<file path="src/rtl/hls_seq_pkg.sv">
// Shared types for the HLS run sequencer: FSM states, record status codes
// and a helper for the channel-index width.
package hls_seq_pkg;

    typedef enum logic [2:0] {
        S_IDLE,
        S_DRST,
        S_START,
        S_RUN,
        S_REPORT,
        S_FIN
    } state_e;

    typedef enum logic [1:0] {
        ST_OK            = 2'b00,
        ST_TIMEOUT       = 2'b01,
        ST_DONE_AT_START = 2'b10
    } status_e;

    // Channel index width, never narrower than one bit.
    function automatic int unsigned ch_width(input int unsigned n);
        return (n > 1) ? $clog2(n) : 1;
    endfunction

endpackage

</file>
<file path="src/rtl/hls_run_timer.sv">
// Per-channel run timer: saturating cycle counter with watchdog, latches the
// first done (or the timeout) as cycles/status and raises finished.
// Ports:
//   clk_i, rst_ni  clock, async active-low reset
//   load_i         start cycle: counter loads 1, done here is DONE_AT_START
//   en_i           run phase: count until done or TIMEOUT
//   done_i         accelerator done
//   finished_o     channel has a latched result
//   cycles_o       latched cycle count
//   status_o       latched status
module hls_run_timer
    import hls_seq_pkg::*;
#(
    parameter int unsigned CNT_W   = 32,
    parameter int unsigned TIMEOUT = 200000000
) (
    input  logic             clk_i,
    input  logic             rst_ni,
    input  logic             load_i,
    input  logic             en_i,
    input  logic             done_i,
    output logic             finished_o,
    output logic [CNT_W-1:0] cycles_o,
    output status_e          status_o
);

    localparam logic [CNT_W-1:0] TMO = CNT_W'(TIMEOUT);
    localparam logic [CNT_W-1:0] ONE = CNT_W'(1);

    logic [CNT_W-1:0] cnt_q, cnt_d, cnt_inc;
    logic [CNT_W-1:0] cycles_q, cycles_d;
    logic             fin_q, fin_d;
    status_e          status_q, status_d;

    // cnt_inc is the count a done seen in the current cycle would report.
    assign cnt_inc = (cnt_q == '1) ? cnt_q : cnt_q + ONE;

    // Next-state: load on start, then count until the first finish event.
    always_comb begin
        cnt_d    = cnt_q;
        cycles_d = cycles_q;
        fin_d    = fin_q;
        status_d = status_q;
        if (load_i) begin
            cnt_d    = ONE;
            fin_d    = 1'b0;
            cycles_d = '0;
            status_d = ST_OK;
            if (done_i) begin
                fin_d    = 1'b1;
                cycles_d = ONE;
                status_d = ST_DONE_AT_START;
            end else if (TMO <= ONE) begin
                fin_d    = 1'b1;
                cycles_d = TMO;
                status_d = ST_TIMEOUT;
            end
        end else if (en_i && !fin_q) begin
            cnt_d = cnt_inc;
            if (done_i) begin
                fin_d    = 1'b1;
                cycles_d = cnt_inc;
                status_d = ST_OK;
            end else if (cnt_inc >= TMO) begin
                fin_d    = 1'b1;
                cycles_d = TMO;
                status_d = ST_TIMEOUT;
            end
        end
    end

    always_ff @(posedge clk_i or negedge rst_ni) begin
        if (!rst_ni) begin
            cnt_q    <= '0;
            cycles_q <= '0;
            fin_q    <= 1'b0;
            status_q <= ST_OK;
        end else begin
            cnt_q    <= cnt_d;
            cycles_q <= cycles_d;
            fin_q    <= fin_d;
            status_q <= status_d;
        end
    end

    assign finished_o = fin_q;
    assign cycles_o   = cycles_q;
    assign status_o   = status_q;

endmodule

</file>
<file path="src/rtl/hls_run_sequencer.sv">
// Multi-channel run controller for Bambu accelerators: per run it pulses a
// local DUT reset, starts every channel, times each done, then streams one
// result record per channel over valid/ready.
// Ports:
//   clk_i, rst_ni      clock, async active-low reset
//   go_i, cfg_runs_i   batch start (IDLE only) and run count
//   busy_o, all_done_o batch in progress, end-of-batch pulse
//   dut_reset_o        active-low accelerator reset
//   start_port_o       per-channel start pulse
//   done_port_i        per-channel done
//   res_*              result record stream
module hls_run_sequencer
    import hls_seq_pkg::*;
#(
    parameter int unsigned N_CH       = 2,
    parameter int unsigned CNT_W      = 32,
    parameter int unsigned TIMEOUT    = 200000000,
    parameter int unsigned RUNS_W     = 16,
    parameter int unsigned RST_CYCLES = 2
) (
    input  logic                        clk_i,
    input  logic                        rst_ni,
    input  logic                        go_i,
    input  logic [RUNS_W-1:0]           cfg_runs_i,
    output logic                        busy_o,
    output logic                        all_done_o,
    output logic                        dut_reset_o,
    output logic [N_CH-1:0]             start_port_o,
    input  logic [N_CH-1:0]             done_port_i,
    output logic                        res_valid_o,
    input  logic                        res_ready_i,
    output logic [ch_width(N_CH)-1:0]   res_ch_o,
    output logic [RUNS_W-1:0]           res_run_o,
    output logic [CNT_W-1:0]            res_cycles_o,
    output logic [1:0]                  res_status_o
);

    localparam int unsigned CH_W   = ch_width(N_CH);
    localparam int unsigned DRST_W = (RST_CYCLES > 1) ? $clog2(RST_CYCLES) : 1;

    state_e              state_q, state_d;
    logic [RUNS_W-1:0]   runs_q, runs_d;
    logic [RUNS_W-1:0]   run_idx_q, run_idx_d;
    logic [DRST_W-1:0]   drst_cnt_q, drst_cnt_d;
    logic                busy_q, busy_d;
    logic                all_done_q, all_done_d;
    logic                dut_reset_q, dut_reset_d;
    logic [N_CH-1:0]     start_q, start_d;
    logic                res_valid_q, res_valid_d;
    logic [CH_W-1:0]     res_ch_q, res_ch_d;
    logic [RUNS_W-1:0]   res_run_q, res_run_d;
    logic [CNT_W-1:0]    res_cycles_q, res_cycles_d;
    status_e             res_status_q, res_status_d;

    logic [N_CH-1:0]     t_fin;
    logic [CNT_W-1:0]    t_cycles [N_CH];
    status_e             t_status [N_CH];

    logic [CH_W-1:0]     next_ch;
    logic [RUNS_W:0]     next_idx;
    logic                more_runs;

    // One timer per channel; driven straight from the registered state.
    for (genvar c = 0; c < N_CH; c++) begin : g_timer
        hls_run_timer #(
            .CNT_W   (CNT_W),
            .TIMEOUT (TIMEOUT)
        ) u_timer (
            .clk_i      (clk_i),
            .rst_ni     (rst_ni),
            .load_i     (state_q == S_START),
            .en_i       (state_q == S_RUN),
            .done_i     (done_port_i[c]),
            .finished_o (t_fin[c]),
            .cycles_o   (t_cycles[c]),
            .status_o   (t_status[c])
        );
    end

    assign next_ch   = res_ch_q + CH_W'(1);
    assign next_idx  = {1'b0, run_idx_q} + (RUNS_W+1)'(1);
    assign more_runs = next_idx < {1'b0, runs_q};

    // Next-state and registered-output logic.
    always_comb begin
        state_d      = state_q;
        runs_d       = runs_q;
        run_idx_d    = run_idx_q;
        drst_cnt_d   = drst_cnt_q;
        busy_d       = busy_q;
        all_done_d   = 1'b0;
        dut_reset_d  = dut_reset_q;
        start_d      = '0;
        res_valid_d  = res_valid_q;
        res_ch_d     = res_ch_q;
        res_run_d    = res_run_q;
        res_cycles_d = res_cycles_q;
        res_status_d = res_status_q;

        unique case (state_q)
            S_IDLE: begin
                if (go_i) begin
                    runs_d    = cfg_runs_i;
                    run_idx_d = '0;
                    if (cfg_runs_i == '0) begin
                        state_d    = S_FIN;
                        all_done_d = 1'b1;
                        busy_d     = 1'b0;
                    end else begin
                        state_d     = S_DRST;
                        busy_d      = 1'b1;
                        dut_reset_d = 1'b0;
                        drst_cnt_d  = '0;
                    end
                end
            end
            S_DRST: begin
                if (drst_cnt_q == DRST_W'(RST_CYCLES - 1)) begin
                    state_d     = S_START;
                    dut_reset_d = 1'b1;
                    start_d     = '1;
                end else begin
                    drst_cnt_d = drst_cnt_q + DRST_W'(1);
                end
            end
            S_START: begin
                state_d = S_RUN;
            end
            S_RUN: begin
                if (&t_fin) begin
                    state_d      = S_REPORT;
                    res_valid_d  = 1'b1;
                    res_ch_d     = '0;
                    res_run_d    = run_idx_q;
                    res_cycles_d = t_cycles[0];
                    res_status_d = t_status[0];
                end
            end
            S_REPORT: begin
                if (res_valid_q && res_ready_i) begin
                    if (res_ch_q == CH_W'(N_CH - 1)) begin
                        res_valid_d = 1'b0;
                        if (more_runs) begin
                            run_idx_d   = next_idx[RUNS_W-1:0];
                            state_d     = S_DRST;
                            dut_reset_d = 1'b0;
                            drst_cnt_d  = '0;
                        end else begin
                            state_d    = S_FIN;
                            all_done_d = 1'b1;
                            busy_d     = 1'b0;
                        end
                    end else begin
                        res_ch_d     = next_ch;
                        res_cycles_d = t_cycles[next_ch];
                        res_status_d = t_status[next_ch];
                    end
                end
            end
            S_FIN: begin
                state_d = S_IDLE;
            end
            default: begin
                state_d = S_IDLE;
            end
        endcase
    end

    always_ff @(posedge clk_i or negedge rst_ni) begin
        if (!rst_ni) begin
            state_q      <= S_IDLE;
            runs_q       <= '0;
            run_idx_q    <= '0;
            drst_cnt_q   <= '0;
            busy_q       <= 1'b0;
            all_done_q   <= 1'b0;
            dut_reset_q  <= 1'b0;
            start_q      <= '0;
            res_valid_q  <= 1'b0;
            res_ch_q     <= '0;
            res_run_q    <= '0;
            res_cycles_q <= '0;
            res_status_q <= ST_OK;
        end else begin
            state_q      <= state_d;
            runs_q       <= runs_d;
            run_idx_q    <= run_idx_d;
            drst_cnt_q   <= drst_cnt_d;
            busy_q       <= busy_d;
            all_done_q   <= all_done_d;
            dut_reset_q  <= dut_reset_d;
            start_q      <= start_d;
            res_valid_q  <= res_valid_d;
            res_ch_q     <= res_ch_d;
            res_run_q    <= res_run_d;
            res_cycles_q <= res_cycles_d;
            res_status_q <= res_status_d;
        end
    end

    assign busy_o       = busy_q;
    assign all_done_o   = all_done_q;
    assign dut_reset_o  = dut_reset_q;
    assign start_port_o = start_q;
    assign res_valid_o  = res_valid_q;
    assign res_ch_o     = res_ch_q;
    assign res_run_o    = res_run_q;
    assign res_cycles_o = res_cycles_q;
    assign res_status_o = res_status_q;

endmodule
</file>
<file path="config.mk">
export PLATFORM = sky130hd
export DESIGN_NAME = hls_run_sequencer
export DESIGN_NICKNAME = d
export VERILOG_FILES = /design/src/rtl/hls_seq_pkg.sv /design/src/rtl/hls_run_timer.sv /design/src/rtl/hls_run_sequencer.sv
export SDC_FILE = /design/constraint.sdc
export NUM_CORES = 1
export LEC_CHECK = 0
export CORE_MARGIN = 2
export CORE_UTILIZATION = 45
export CTS_BUF_LIST = sky130_fd_sc_hd__clkbuf_8
export DETAILED_ROUTE_END_ITERATION = 6
export GPL_TIMING_DRIVEN = 0
export PLACE_DENSITY = 0.75
export SYNTH_ARGS = -nofsm -noshare
export SYNTH_HDL_FRONTEND = slang
export SYNTH_SLANG_ARGS = --single-unit
</file>
<file path="constraint.sdc">
create_clock -name clk_i -period 4.71 [get_ports clk_i]
set_input_delay 1.1775 -clock clk_i [delete_from_list [all_inputs] [get_ports clk_i]]
set_output_delay 1.1775 -clock clk_i [all_outputs]
set_load 0.01 [all_outputs]
</file>
# Word-level counts from Yosys, hierarchy flattened
# Cells that the tools add are included.
dict set report classes {
  n_eq_ne 15
  n_addsub 5
  n_reduce_logical 27
  n_mux 94
  n_bitwise 1
  order_cmp 4
}
# cell n
set op_table {}
lappend op_table {{$mux W32} 20}
lappend op_table {{$add A32 B1 Y32 const B} 2}
lappend op_table {{$eq A32 B32 Y1 const B} 2}
lappend op_table {{$ge A32 B28 Y1 const B} 2}
lappend op_table {{$mux W16} 4}
lappend op_table {{$pmux W32 S2} 1}
lappend op_table {{$mux W2} 18}
lappend op_table {{$mux W1} 35}
lappend op_table {{$pmux W16 S2} 1}
lappend op_table {{$mux W3} 7}
lappend op_table {{$ne A2 B2 Y1 const B} 9}
lappend op_table {{$add A16 B1 Y17 const B} 1}
lappend op_table {{$lt A17 B16 Y1} 1}
lappend op_table {{$logic_not A16 Y1} 1}
lappend op_table {{$pmux W3 S5} 1}
lappend op_table {{$reduce_and A5 Y1} 3}
lappend op_table {{$reduce_bool A3 Y1} 3}
lappend op_table {{$pmux W1 S2} 4}
lappend op_table {{$reduce_and A2 Y1} 4}
lappend op_table {{$reduce_and A4 Y1} 2}
lappend op_table {{$reduce_bool A2 Y1} 4}
lappend op_table {{$reduce_and A7 Y1} 1}
lappend op_table {{$eq A3 B2 Y1 const B} 2}
lappend op_table {{$pmux W1 S3} 2}
lappend op_table {{11 further kinds} 16}
dict set report word_totals {
  elab_cells 167
  inputBits 22
  reg_bits 227
}

# Logic depth before layout (Yosys ltp)
dict set report depth {
  depth_word 8
  depth_mapped 18
  mapped_depth_nobuf 15
}

# Cells and area by module
# Synthesis repeated with hierarchy kept, for this count alone.
dict set report hier_totals {
  hier_cells 1396
  hier_area_um2 12929.9
}
# mod seq_area_each_um2 cells_each instances area_each_um2
set by_module_without_submodules {}
lappend by_module_without_submodules {hls_run_sequencer 2302.2 443 1 4615.7}
lappend by_module_without_submodules {{hls_run_timer at g_timer[1].u_timer} 1676.6 535 1 4393.0}
lappend by_module_without_submodules {{hls_run_timer at g_timer[0].u_timer} 1676.6 418 1 3921.3}

# Worst setup path after synthesis
# Ideal clock, no wire load.
dict set report synth_path {
  path_kind {register -> register}
  start {reg g_timer[0].u_timer.cnt_q[0]}
  end {reg g_timer[0].u_timer.cycles_q[15]}
  slack_ns 1.208
  path_stages_with_launch 14
  arrival_ns 3.381
  path_cell_list {dfrtp_1 ha_1 and3_1 and2_1 and3_1 clkbuf_1 nand2_1 xor2_1 or4_4 or4_4 a31o_1 buf_6 buf_8 a22o_1}
}
dict set report synth_via {
  elab_chain_len 5
}
# element line_no
set synth_rtl {}
lappend synth_rtl {{from (decl)} hls_run_timer.sv:30} ;# logic [CNT_W-1:0] cnt_q, cnt_d, cnt_inc;
lappend synth_rtl {{from (signal assigned)} hls_run_timer.sv:79} ;# cnt_q <= cnt_d;
lappend synth_rtl {{$add A32 B1 Y32 / $eq A32 B32 Y1 (equally long branches)} hls_run_timer.sv:36} ;# assign cnt_inc = (cnt_q == '1) ? cnt_q : cnt_q + ONE;
lappend synth_rtl {{$mux W32 *} hls_run_timer.sv:36}
lappend synth_rtl {{$ge A32 B28 Y1 / $mux W32 (equally long branches)} {hls_run_timer.sv:64, hls_run_timer.sv:60}}
lappend synth_rtl {{$reduce_bool A3 Y1 (no source line) / $mux W32 (equally long branches)} -}
lappend synth_rtl {{$reduce_and A2 Y1 (no source line) / $mux W32 (equally long branches)} -}
lappend synth_rtl {{to (signal assigned)} hls_run_timer.sv:80} ;# cycles_q <= cycles_d;
lappend synth_rtl {{to (decl)} hls_run_timer.sv:31} ;# logic [CNT_W-1:0] cycles_q, cycles_d;
# Every way passes the cells marked *; elsewhere a longest branch is shown, timed or not. The select of a mux whose other input is x is not followed.
# A chain may end at the register's enable or synchronous reset.

# Worst setup path in the final report
dict set report layout_path {
  start {reg run_idx_q[2]}
  end {reg run_idx_q[13]}
}
dict set report layout_via {
  elab_chain_len 5
}
# element line_no
set layout_rtl {}
lappend layout_rtl {{from (decl)} hls_run_sequencer.sv:43} ;# logic [RUNS_W-1:0] run_idx_q, run_idx_d;
lappend layout_rtl {{from (signal assigned)} hls_run_sequencer.sv:187} ;# run_idx_q <= run_idx_d;
lappend layout_rtl {{$add A16 B1 Y17 *} hls_run_sequencer.sv:81} ;# assign next_idx = {1'b0, run_idx_q} + (RUNS_W+1)'(1);
lappend layout_rtl {{parallel branches: the longest is 4 deep, another holds $lt A17 B16 Y1} -}
# Every way passes the cells marked *. The select of a mux whose other input is x is not followed.

==> impl_summary.txt <==
----------------------------------------------------
[Status]
  Outcome ... finished, violations left
  Violations in the final reports ... DRC

[Clocking]
  Number of setup buffers added after CTS ... 0
  Count of H-tree levels built during CTS ... 2
  TritonCTS Buffers ... 38
  Clock transition at the register clock pins on the worst setup and hold paths after CTS ... 0.06 ns
  Insertion delay to the later sink of the worst-skew pair ... 0.54 ns
  Number of buffers between clock root and the deepest sink ... 3
  CTS Root Buffer Type ... clkbuf_8
  TritonCTS clock tree ... built
  CTS Sinks ... 226

[STA]
  Final count of negative-setup-slack endpoints ... 0
  Worst clock skew ... 0.0209 ns
  Fmax ... 236 MHz
  Worst setup slack after layout ... 0.472 ns
  Share of the clock period used by the worst path after layout ... 90.0%
  Minimum clock period ... 4.24 ns
  Count of final max-slew check failures ... 0
  Setup tns final ... 0 ns
  Worst relative slew slack ... 32.7%
  RSZ-0062 raised after global routing ... no
  Final Hold Viols ... 0
  Measured slew at the worst slew-check pin ... 1.01 ns
  Worst hold slack after final layout ... 0.492 ns

[Pwr]
  Combinational fraction of design power ... 32.7%
  Areal power density over the cells ... 465 nW/um2
  Cell-internal power ... 4150 uW
  Switching part of the total power ... 36.0%
  Fraction of power consumed by the clock network ... 26.6%
  Switching pwr ... 2330 uW
  Leakage power total ... 0.00592 uW
  Peak ir drop on the vdd network ... 0.229 mV
  Sequential fraction of design power ... 40.8%

[Setup path]
  Number of cells traversed by the worst register-to-register path ... 17
  Required time at the endpoint of the critical path ... 5.14 ns
  Reg2reg setup slack ... 0.47 ns
  Kind of start point of the critical path ... flop
  Critical path class ... flop to flop
  Arrival time reported for the critical path endpoint ... 4.67 ns
  Nature of the critical path endpoint ... flop
  Maximum net fanout on the critical path ... 10

[Finish]
  Final core utilization ... 53.4%
  Antenna cell count ... 0
  Number of filler cells placed in the layout ... 2387
  Layout cells sized above 1 ... 7.48%
  Multi-input gate area ... 5800 um2
  Post-layout nets ... 1421
  Area grow syn2layout ... 16.5%
  Sequential cell area ... 5660 um2

[Logic synthesis]
  Mapped Nets ... 1302
  Yosys warns ... 0
  Biggest area contributors in the synthesized netlist ... dfrtp_1, o21ai_0, a21oi_1
  Cell Area, Synth ... 12000 um2
  Synth top area share ... 47.2%
  Portion of the post-synthesis area used by sequential elements ... 47.2%
  Area leader, netlist ... dfrtp_1
  Number of standard cells after synthesis ... 1262
  Mean post-synth cell area ... 9.49 um2
  Synth Flop Type ... dfrtp_1
  Share of synthesized flip-flops with an asynchronous set or reset ... 100%
  Cell types with the highest counts after synthesis ... dfrtp_1, nand2_1, o21ai_0
  Synth cell types ... 66
  Number of storage elements in the synthesis netlist ... 226
  Most frequent cell after synthesis ... dfrtp_1
  Post-synth EDFFs ... 0

[Drt]
  Final ANT Viol Nets ... 0
  Detailed-route DRC error count ... 9
  Drt first-iter violations ... 950
  Sum of routed wire segments on met1 ... 15300 um
  Top metal layer carrying routed signals ... met4
  Average vias per placed instance ... 5.96
  Final wirelength ... 34200 um
  DR WL met3 ... 2620 um
  Wire length per cell after detailed routing ... 19.6 um
  Sum of met2 wire segment lengths after detailed routing ... 15400 um
  DR pass1 iterations ... 7
  Routed vias ... 10400

[Floorplan]
  Area of the die ... 27900 um2
  Chip Height ... 167 um
  Starting Density ... 45.8%
  Chip width ... 167 um
  I/O pin count ... 79
  Core ar. ... 26100 um2
  Std cell rows ... 59

[Place]
  Placed wire-length estimate after detailed placement ... 24800 um
  Pre-CTS setup slack ... 0.449 ns
  Final estimated routing congestion in global placement ... 0.913
  Number of buffer cells added on primary ports ... 78

[Min path]
  Path category of the worst min-delay check ... flop to flop
  Worst hold stages ... 1

[Flow run]
  Reported max-cap violation count ... 0

[Global route]
  Initial antenna violation count ... 0
  Global-route wire length before repair ... 54800 um
  Vias in the first global route ... 10100
  Total global routing overflow ... 0
  Global-route total usage across every layer ... 24.4%
  Pin count of the biggest net entering global routing ... 121

----------------------------------------------------
## metal layers
layer | GRT usage, % | up-vias
li1 | - | 4843
met1 | 34.7 | 5076
met2 | 37.9 | 382
met3 | 4.77 | 61
met4 | 7.60 | 0
met5 | 0 | -
## critical path, cell delays in order (launching register included)
cell,delay [ns]
dfrtp_1,0.32
clkbuf_1,0.28
nand3_1,0.18
nor2_1,0.18
and3_1,0.29
and3_1,0.18
clkbuf_1,0.24
xor2_1,0.21
ha_1,0.27
a21o_1,0.18
a211o_1,0.30
o22a_1,0.18
nand4_1,0.11
o21ai_0,0.12
nor2_1,0.22
nand3_1,0.26
clkbuf_1,0.33
o31ai_1,0.30
## timing repair
item,in CTS,in global routing
endpoints found under the setup margin,0,3
hold buffers,0,0
gates resized for setup,0,1
## logic make-up (layout without fill, tap and decap cells)
family                     Yosys count  in the layout  share of synthesized area, %
AOI/OAI and AO/OA                  351            351                          19.3
xor gates and xnor gates            65             65                          4.75
adders and majority gates           18             18                          1.88
buffers and inverters              126            268                          4.45
DFF                                226            226                          47.2
muxes                               57             57                          4.95
and+or+nand+nor                    419            419                          17.4
## power by group through the flow
stage | Combinational [uW] | Clock [uW] | Sequential, uW
finish | 2120 | 1720 | 2640
global route | 2300 | 1840 | 2680
CTS | 2110 | 1750 | 2640
detailed placement | 2090 | 0 | 2670
global placement | 2030 | 0 | 2670
floorplan | 1140 | 0 | 2650
## final timing paths
path	from	end
worst min-delay path	g_timer[1].u_timer.cycles_o[12]	g_timer[1].u_timer.cycles_o[12]
min in group asynchronous	rst_ni	runs_q[10]
max in group asynchronous	rst_ni	res_cycles_o[8]
worst max-delay path	run_idx_q[2]	run_idx_q[13]
worst max register to register	run_idx_q[2]	run_idx_q[13]
worst min register to register	g_timer[1].u_timer.cycles_o[12]	g_timer[1].u_timer.cycles_o[12]
## cell usage in the layout, fill, tap and decap left out, types with 4 or more instances in the layout
cell type,synthesis,routed
clkdlybuf4s50_1,0,77
nand3_1,56,56
mux2_2,18,18
xnor2_1,40,40
a211oi_1,7,7
nand2_1,116,116
nor4_1,9,9
or2_2,4,4
a311oi_1,7,7
and4_1,9,9
nand4_1,34,34
inv_1,32,42
ha_1,18,18
o21a_1,6,6
a31oi_1,16,16
nor2_1,88,88
buf_6,4,4
buf_2,12,12
o21bai_1,5,5
and3_1,32,32
a21o_1,16,16
or3_1,16,16
a32o_1,13,13
clkbuf_1,74,74
o211ai_1,5,5
nor3_1,26,25
o31ai_1,14,14
o21ai_0,91,91
xor2_1,25,25
mux2i_1,39,39
dfrtp_1,226,226
clkbuf_8,0,49
o2bb2ai_1,28,28
and2_1,9,9
a21oi_1,90,90
a22o_1,30,30
nor3b_1,5,5
## stage by stage
stage | power [uW] | std cells | area, um2
6_report | 6490 | 1739 | 14000
5_1_grt | 6820 | 1739 | 14000
4_1_cts | 6500 | 1739 | 13900
3_5_place_dp | 4760 | 1676 | 13200
3_3_place_gp | 4700 | 1675 | 13200
2_1_floorplan | 3790 | 1262 | 12000
## registers in the layout (all words and copies together), names as in the netlist, 2 cells and up
signal,cells
res_status_o,2
g_timer.u_timer.finished_o,2
g_timer.u_timer.cnt_q,64
g_timer.u_timer.status_o,4
g_timer.u_timer.cycles_o,64
res_cycles_o,32
run_idx_q,16
state_q,3
res_run_o,16
runs_q,16
## cell type report
class / count / share of cell area, %
buffer: 94 / 2.96
clock buffer: 49 / 4.83
clock inverter: 14 / 0.439
inverter: 32 / 0.861
multi-input combinational: 910 / 41.5
sequential: 226 / 40.5
tap: 335 / 3.00
timing repair buffer: 79 / 5.83
(Power assumes the default switching activity.)
